### src/rtl/onehot_decoder_pkg.sv
// Shared constants for the one-hot decoder: occupancy states and counter width.
package onehot_decoder_pkg;

   localparam int unsigned CNT_W = 16;

   localparam logic [1:0] ST_EMPTY = 2'd0;
   localparam logic [1:0] ST_ONE   = 2'd1;
   localparam logic [1:0] ST_TWO   = 2'd2;

endpackage

### src/rtl/onehot_dec_core.sv
// Pure combinational binary-to-one-hot decode.
module onehot_dec_core #(
   parameter int unsigned CODE_W = 3
) (
   input  logic [CODE_W-1:0]      in_code,
   output logic [(2**CODE_W)-1:0] onehot_c
);

   localparam int unsigned OUT_W = 2**CODE_W;

   assign onehot_c = OUT_W'(1) << in_code;

endmodule

### src/rtl/onehot_decoder.sv
// One-hot decoder with valid/ready handshake and a two-entry (main + skid) output buffer.
// Optional accepted-code counter port dec_count enabled by macro ONEHOT_DECODER_COUNT_EN.
module onehot_decoder
   import onehot_decoder_pkg::*;
#(
   parameter int unsigned CODE_W = 3
) (
   input  logic                    clk,
   input  logic                    rst_n,
   input  logic                    en,
   input  logic                    in_valid,
   input  logic [CODE_W-1:0]       in_code,
   output logic                    in_ready,
   output logic                    out_valid,
   output logic [(2**CODE_W)-1:0]  out_onehot,
   input  logic                    out_ready
`ifdef ONEHOT_DECODER_COUNT_EN
   ,
   output logic [CNT_W-1:0]        dec_count
`endif
);

   localparam int unsigned OUT_W = 2**CODE_W;

   logic [1:0]       state_q, state_d;
   logic [OUT_W-1:0] main_q, main_d;
   logic [OUT_W-1:0] skid_q, skid_d;
   logic             valid_q, valid_d;
   logic [OUT_W-1:0] dec_c;
   logic             in_xfer_c;
   logic             out_xfer_c;

   onehot_dec_core #(.CODE_W(CODE_W)) u_core (
      .in_code  (in_code),
      .onehot_c (dec_c)
   );

   // Ready depends only on registered occupancy and en, never on out_ready.
   assign in_ready   = rst_n & en & (state_q != ST_TWO);
   assign in_xfer_c  = in_valid & in_ready;
   assign out_xfer_c = valid_q & out_ready;
   assign out_valid  = valid_q;
   assign out_onehot = main_q;

   always_ff @(posedge clk or negedge rst_n) begin
      if (!rst_n) begin
         state_q <= ST_EMPTY;
         main_q  <= '0;
         skid_q  <= '0;
         valid_q <= 1'b0;
      end else begin
         state_q <= state_d;
         main_q  <= main_d;
         skid_q  <= skid_d;
         valid_q <= valid_d;
      end
   end

   // Emptied registers are zeroed so out_onehot reads 0 whenever out_valid is low.
   always_comb begin
      state_d = state_q;
      main_d  = main_q;
      skid_d  = skid_q;
      case (state_q)
         ST_EMPTY: begin
            if (in_xfer_c) begin
               main_d  = dec_c;
               state_d = ST_ONE;
            end
         end
         ST_ONE: begin
            if (in_xfer_c && out_xfer_c) begin
               main_d = dec_c;
            end else if (in_xfer_c) begin
               skid_d  = dec_c;
               state_d = ST_TWO;
            end else if (out_xfer_c) begin
               main_d  = '0;
               state_d = ST_EMPTY;
            end
         end
         ST_TWO: begin
            if (out_xfer_c) begin
               main_d  = skid_q;
               skid_d  = '0;
               state_d = ST_ONE;
            end
         end
         default: begin
            state_d = ST_EMPTY;
            main_d  = '0;
            skid_d  = '0;
         end
      endcase
      valid_d = (state_d != ST_EMPTY);
   end

`ifdef ONEHOT_DECODER_COUNT_EN
   logic [CNT_W-1:0] cnt_q;

   // Saturating count of accepted codes.
   always_ff @(posedge clk or negedge rst_n) begin
      if (!rst_n) begin
         cnt_q <= '0;
      end else if (in_xfer_c && (cnt_q != {CNT_W{1'b1}})) begin
         cnt_q <= cnt_q + CNT_W'(1);
      end
   end

   assign dec_count = cnt_q;
`endif

endmodule

### config.mk
export PLATFORM = sky130hd
export DESIGN_NAME = onehot_decoder
export DESIGN_NICKNAME = d
export VERILOG_FILES = /design/src/rtl/onehot_decoder_pkg.sv /design/src/rtl/onehot_dec_core.sv /design/src/rtl/onehot_decoder.sv
export SDC_FILE = /design/constraint.sdc
export NUM_CORES = 1
export LEC_CHECK = 0
export CORE_ASPECT_RATIO = 2
export CORE_MARGIN = 5
export CORE_UTILIZATION = 40
export CTS_BUF_LIST = sky130_fd_sc_hd__clkbuf_16
export DETAILED_ROUTE_END_ITERATION = 12
export GPL_ROUTABILITY_DRIVEN = 0
export HOLD_SLACK_MARGIN = 0.12
export PLACE_DENSITY = 0.71
export SLEW_MARGIN = 20
export SYNTH_ARGS = -nofsm -noshare
export SYNTH_HDL_FRONTEND = slang
export SYNTH_HIERARCHICAL = 1
export SYNTH_SLANG_ARGS = --single-unit
### constraint.sdc
create_clock -name clk -period 2.9 [get_ports clk]
set_clock_uncertainty 0.1 [all_clocks]
set_input_delay 0.58 -clock clk [delete_from_list [all_inputs] [get_ports clk]]
set_output_delay 0.58 -clock clk [all_outputs]
set_load 0.01 [all_outputs]
==> results of run 1 <==
[placed cells by master (no fill, tap or decap)]
cell,n
clkbuf_16,3
a21bo_1,1
clkdlybuf4s50_1,17
and3_1,1
nand2_1,3
a21oi_1,3
a31oi_1,1
and2_1,1
nand3_1,24
o21ai_0,1
inv_1,1
and4b_2,1
dfrtp_1,19
and3b_2,3
a32oi_1,16
and4b_1,1
and3_2,2
nor2b_1,1
nand4b_1,1
mux2_2,1
a21oi_2,1
o22ai_1,1
nor3_1,1
buf_4,2
clkinv_1,1
nor3b_1,3
o2bb2ai_1,8
[registers in the layout (all words and copies together) (netlist names)]
signal      cells
state_q         2
skid_q          8
out_onehot      8
out_valid       1
[metal layers]
metal / track usage / vias to the layer above / part of all wire
met5: 0 / - / 0
met4: 0.0883 / 0 / 0.025
met3: 0.0239 / 7 / 0.072
met2: 0.275 / 50 / 0.53
met1: 0.198 / 484 / 0.37
li1: - / 451 / -
[through the flow]
stage                     hold slack [ns]  total power, mW  instances  utilization
after global placement              0.398            0.985        142        0.483
after detailed placement            0.413             1.00        142        0.483
after global routing                0.448             1.36        146        0.514
after CTS                           0.424             1.29        146        0.514
after floorplan                     0.184            0.795        104            -
final                               0.420             1.29        146        0.514
[area by class of cell]
cell class / count / area (um2)
Clock buffer: 3 / 75.1
Timing Repair Buffer: 19 / 185
Clock inverter: 1 / 3.75
Fill cell: 238 / 1230
Multi-Input combinational cell: 75 / 526
Inverter: 1 / 3.75
Sequential cell: 19 / 475
Tap cell: 28 / 35.0
[how the worst min path moves through the flow]
stage	slack, ns	end	depth (start not counted)	from
final	0.42	skid_q[0]	1	skid_q[0]
after global placement	0.40	skid_q[4]	1	skid_q[4]
after floorplan	0.18	out_onehot[0]	0	rst_n
after detailed placement	0.41	skid_q[6]	1	skid_q[6]
after CTS	0.42	skid_q[6]	1	skid_q[6]
after global routing	0.45	skid_q[4]	1	skid_q[4]
[power groups by stage]
stage               Clock (mW)  Combinational (mW)  Sequential [mW]
global placement             0               0.498            0.487
CTS                      0.281               0.512            0.492
detailed placement           0               0.507            0.497
global route             0.288               0.559            0.511
floorplan                    0               0.300            0.495
finish                   0.281               0.513            0.496
[worst reg2reg max path: stages, from the launching register on]
cell and delay [ns]:
dfrtp_1 0.48, a31oi_1 0.76, nand3_1 0.18, nand3_1 0.13
[cell families after synthesis]
family,Yosys count,share of synthesized area
mux,1,0.0107
compound gates,32,0.248
flops,19,0.451
buf+inv,10,0.0510
simple gates,42,0.240
==> results.json, run 1 <==
{
  "outcome": "finished clean",
  "synth_ff_type": "dfrtp_1",
  "cp.required_ns": 2.22,
  "swShare": 0.371,
  "r2r_slack_ns": 1.20,
  "finalCritPeriodShare": 0.893,
  "overflow": 0,
  "avgSynthCellArea_um2": 10.1,
  "grt_use_total": 0.166,
  "fin_tns_setup_ns": 0,
  "wl_um": 2870,
  "cts_resized": 0,
  "initial_core_util": 0.416,
  "port_buffers": 17,
  "ant_nets": 0,
  "powerDensity_nw_per_um2": 990,
  "die_x_um": 46.3,
  "route.detailed.wl_per_inst_um": 19.6,
  "crit_type": "register to output pin",
  "crit_cells": 4,
  "timing.rr.start": "state_q[1]",
  "fin_ws_ns": 0.309,
  "hold_path.class": "register to register",
  "cap_violations": 0,
  "vias_per_cell": 6.79,
  "syn-cell-area_um2": 1050,
  "max-slew-margin-rel": 0.374,
  "grt_pass1_vias": 936,
  "worstMarginPinSlew_ns": 0.934,
  "dp_hpwl_um": 1900,
  "clockBufferDepth": 2,
  "core_um2": 2540,
  "clk_pin_slew_ns": 0.05,
  "synth_fp_nets": 112,
  "path_max_fanout": 9,
  "seqPwrFrac": 0.384,
  "yosysTopAreaCellShare": 0.451,
  "synth.largest_area_cell": "dfrtp_1",
  "die_area_um2": 3830,
  "timing.critical_path.from": "state_q[0]",
  "end_kind": "output pin",
  "cts.sinks": 19,
  "antennaDiodeCount": 0,
  "maxClockFrequency_mhz": 386,
  "cts_tree": "done",
  "cp-start-kind": "register",
  "yosys_warnings": 6,
  "place_ws_ns": 0.390,
  "dpl_cell_area_um2": 1220,
  "drive_above_1_share": 0.110,
  "postSynthCellCount": 104,
  "syn_to_final_growth_pct": 23.6,
  "postCtsSetupBuffers": 0,
  "drtPass1Iterations": 4,
  "async_flop_share": 1.00,
  "cts_buffers": 3,
  "ff2ff_path_depth": 3,
  "hold_viol": 0,
  "worstPathArrival_ns": 1.91,
  "yosysMostFrequentCell": "nand3_1",
  "clkPwrFrac": 0.218,
  "synth-seq-cells": 19,
  "path_buf_inv": 2,
  "synth-edff-count": 0,
  "path_cells": "clkinv_1 -> nand2_1 -> and3_1 -> clkdlybuf4s50_1",
  "synth_commonest_cells": "nand3_1, dfrtp_1, a32oi_1",
  "total_leakage_power_nw": 0.521,
  "cp-endpoint": "in_ready",
  "drt-initial-drc-count": 41,
  "clk_latency_ns": 0.25,
  "layout.nets": 127,
  "setup_viol": 0,
  "drv_slew": 0,
  "cts_root_buffer": "clkbuf_16",
  "p_comb_frac": 0.398,
  "grt_pass1_wl_um": 4560,
  "design_area_um2": 1300,
  "h-tree-depth": 1,
  "rows": 26,
  "grt_max_degree": 23,
  "switchingPower_uw": 479,
  "route.detailed.drc": 0,
  "rsz0062_at_grt": "false",
  "cts_hold_buf": 0,
  "critPathTopFamily": "buffers and inverters",
  "netlist-cell-type-count": 29,
  "antenna_found_initial": 0,
  "vias": 992,
  "r2r_end": "out_onehot[2]",
  "yosys-top-cells-area": "dfrtp_1, a32oi_1, nand3_1",
  "fp.dieH_um": 82.6,
  "synth-seq-area-share": 0.451,
  "io-pin-count": 18,
  "layout_min_cycle_time_ns": 2.59,
  "crit_path_max_incr_delay_ns": 0.53,
  "peakVddDrop_mv": 0.426,
  "critical-path-slowest-cell": "clkdlybuf4s50_1",
  "internal-power_uw": 811
}
Note: power is estimated with default switching activity, not from simulation.
==> run 2, diff against run 1 <==
--- a/config.mk
+++ b/config.mk
@@ -7,12 +7,12 @@
 export LEC_CHECK = 0
 export CORE_ASPECT_RATIO = 2
 export CORE_MARGIN = 5
-export CORE_UTILIZATION = 40
+export CORE_UTILIZATION = 31
 export CTS_BUF_LIST = sky130_fd_sc_hd__clkbuf_16
 export DETAILED_ROUTE_END_ITERATION = 12
 export GPL_ROUTABILITY_DRIVEN = 0
 export HOLD_SLACK_MARGIN = 0.12
-export PLACE_DENSITY = 0.71
+export SETUP_SLACK_MARGIN = 0.1
 export SLEW_MARGIN = 20
 export SYNTH_ARGS = -nofsm -noshare
 export SYNTH_HDL_FRONTEND = slang
==> run 2 against run 1 <==
Effect of this change:
- clock-buffer cell count did not move
- design area up 1.1%
- sequential power is essentially flat
- total power increased by 0.71%
- largest cell class unchanged
- combinational power grew 2%
- first-iteration DRC count increased by 29%
- die area rose by 24%
- critical path type unchanged
- worst setup slack improved by 0.040 ns
- routed wire length rose by 6.9%
- core utilization down 12 points
==> results.json, run 2 (synthesis gave the netlist of run 1 again) <==
{
  "outcome": "finished clean",
  "drt-initial-drc-count": 53,
  "layout.nets": 128,
  "cts_hold_buf": 0,
  "vias": 1000,
  "rows": 30,
  "place_ws_ns": 0.369,
  "worstMarginPinSlew_ns": 0.490,
  "drv_slew": 0,
  "maxClockFrequency_mhz": 392,
  "internal-power_uw": 820,
  "overflow": 0,
  "path_max_fanout": 9,
  "layout_min_cycle_time_ns": 2.55,
  "grt_pass1_wl_um": 4860,
  "fillCellCount": 332,
  "cp.required_ns": 2.22,
  "r2r_end": "out_onehot[7]",
  "rsz0062_at_grt": "false",
  "die_x_um": 51.2,
  "seqPwrFrac": 0.380,
  "fin_tns_setup_ns": 0,
  "placedCellCount": 147,
  "cts_tree": "done",
  "route.detailed.wl_per_inst_um": 20.3,
  "drive_above_1_share": 0.126,
  "cts_buffers": 3,
  "route.detailed.drc": 0,
  "r2r_slack_ns": 1.31,
  "crit_type": "register to output pin",
  "core_um2": 3340,
  "wl_um": 3070,
  "cts_root_buffer": "clkbuf_16",
  "timing.rr.start": "state_q[1]",
  "ff2ff_path_depth": 3,
  "io-pin-count": 18,
  "peakVddDrop_mv": 0.323,
  "end_kind": "output pin",
  "final_cell_mix": "nand3_1, dfrtp_1, clkdlybuf4s50_1",
  "powerDensity_nw_per_um2": 986,
  "setup_viol": 0,
  "antennaDiodeCount": 0,
  "grt_use_total": 0.137,
  "cts_resized": 0,
  "regArea_um2": 475,
  "hold_path.class": "register to register",
  "swShare": 0.369,
  "finalCritPeriodShare": 0.880,
  "syn_to_final_growth_pct": 24.9,
  "dp_hpwl_um": 2060,
  "layout_commonest_cell": "nand3_1",
  "grt_pass1_vias": 1001,
  "ant_nets": 0,
  "h-tree-depth": 1,
  "grt_max_degree": 23,
  "cp-start-kind": "register",
  "multi_input_area_um2": 526,
  "drtPass1Iterations": 4,
  "cp-endpoint": "in_ready",
  "postCtsSetupBuffers": 0,
  "initial_core_util": 0.316,
  "cap_violations": 0,
  "port_buffers": 17,
  "antenna_found_initial": 0,
  "clockBufferDepth": 2,
  "fin_ws_ns": 0.349,
  "vias_per_cell": 6.62,
  "fp.dieH_um": 92.5,
  "worstPathArrival_ns": 1.87,
  "die_area_um2": 4740,
  "clkPwrFrac": 0.218,
  "timing.critical_path.from": "state_q[0]",
  "stdcell_count": 151,
  "clk_pin_slew_ns": 0.05,
  "switchingPower_uw": 479,
  "cts.sinks": 19,
  "p_comb_frac": 0.402,
  "hold_viol": 0,
  "total_leakage_power_nw": 0.524,
  "clk_latency_ns": 0.25,
  "max-slew-margin-rel": 0.672
}
==> run 2: cell types whose count changed in the layout (fill, tap and decap cells not counted) <==
cell,before,now
inv_1,1,0
clkinv_2,0,1
buf_4,2,3
==> run 2: critical path, cell delays in order (launching register included) <==
cell and delay (ns):
dfrtp_1 0.44, clkinv_1 0.30, nand2_1 0.18, and3_1 0.18, clkdlybuf4s50_1 0.53
==> run 2: through the flow <==
stage           util  cell area (um2)  hold WS [ns]  power (mW)
2_1_floorplan      -             1050         0.184       0.795
3_3_place_gp   0.370             1240         0.397        1.00
3_5_place_dp   0.370             1240         0.405        1.02
4_1_cts        0.394             1320         0.419        1.31
5_1_grt        0.394             1320         0.448        1.39
6_report       0.394             1320         0.415        1.30
==> run 2: worst min-delay path by stage <==
stage               depth (start not counted)             to  slack [ns]       from
finish                                      1      skid_q[0]        0.42  skid_q[0]
global route                                1      skid_q[2]        0.45  skid_q[2]
CTS                                         1      skid_q[0]        0.42  skid_q[0]
detailed placement                          1      skid_q[0]        0.41  skid_q[0]
global placement                            1      skid_q[7]        0.40  skid_q[7]
floorplan                                   0  out_onehot[0]        0.18      rst_n
==> run 2: power by group through the flow <==
| stage | registers, mW | logic [mW] | clock network [mW] |
|---|---|---|---|
| floorplan | 0.495 | 0.300 | 0 |
| global placement | 0.490 | 0.512 | 0 |
| detailed placement | 0.499 | 0.519 | 0 |
| CTS | 0.492 | 0.523 | 0.294 |
| global route | 0.512 | 0.571 | 0.304 |
| finish | 0.493 | 0.522 | 0.284 |
==> run 2: cell type report <==
type / count / area share
Clock buffer: 3 / 0.0570
Clock inverter: 1 / 0.00380
Inverter: 1 / 0.00285
Multi-Input combinational cell: 75 / 0.399
Sequential cell: 19 / 0.361
Tap cell: 32 / 0.0304
Timing Repair Buffer: 20 / 0.146
==> run 2: layer usage <==
layer | up-vias | wire (um) | track usage
met5 | - | 0 | 0
met4 | 0 | 74 | 0.0788
met3 | 5 | 197 | 0.0322
met2 | 46 | 1610 | 0.231
met1 | 496 | 1180 | 0.152
li1 | 453 | - | -
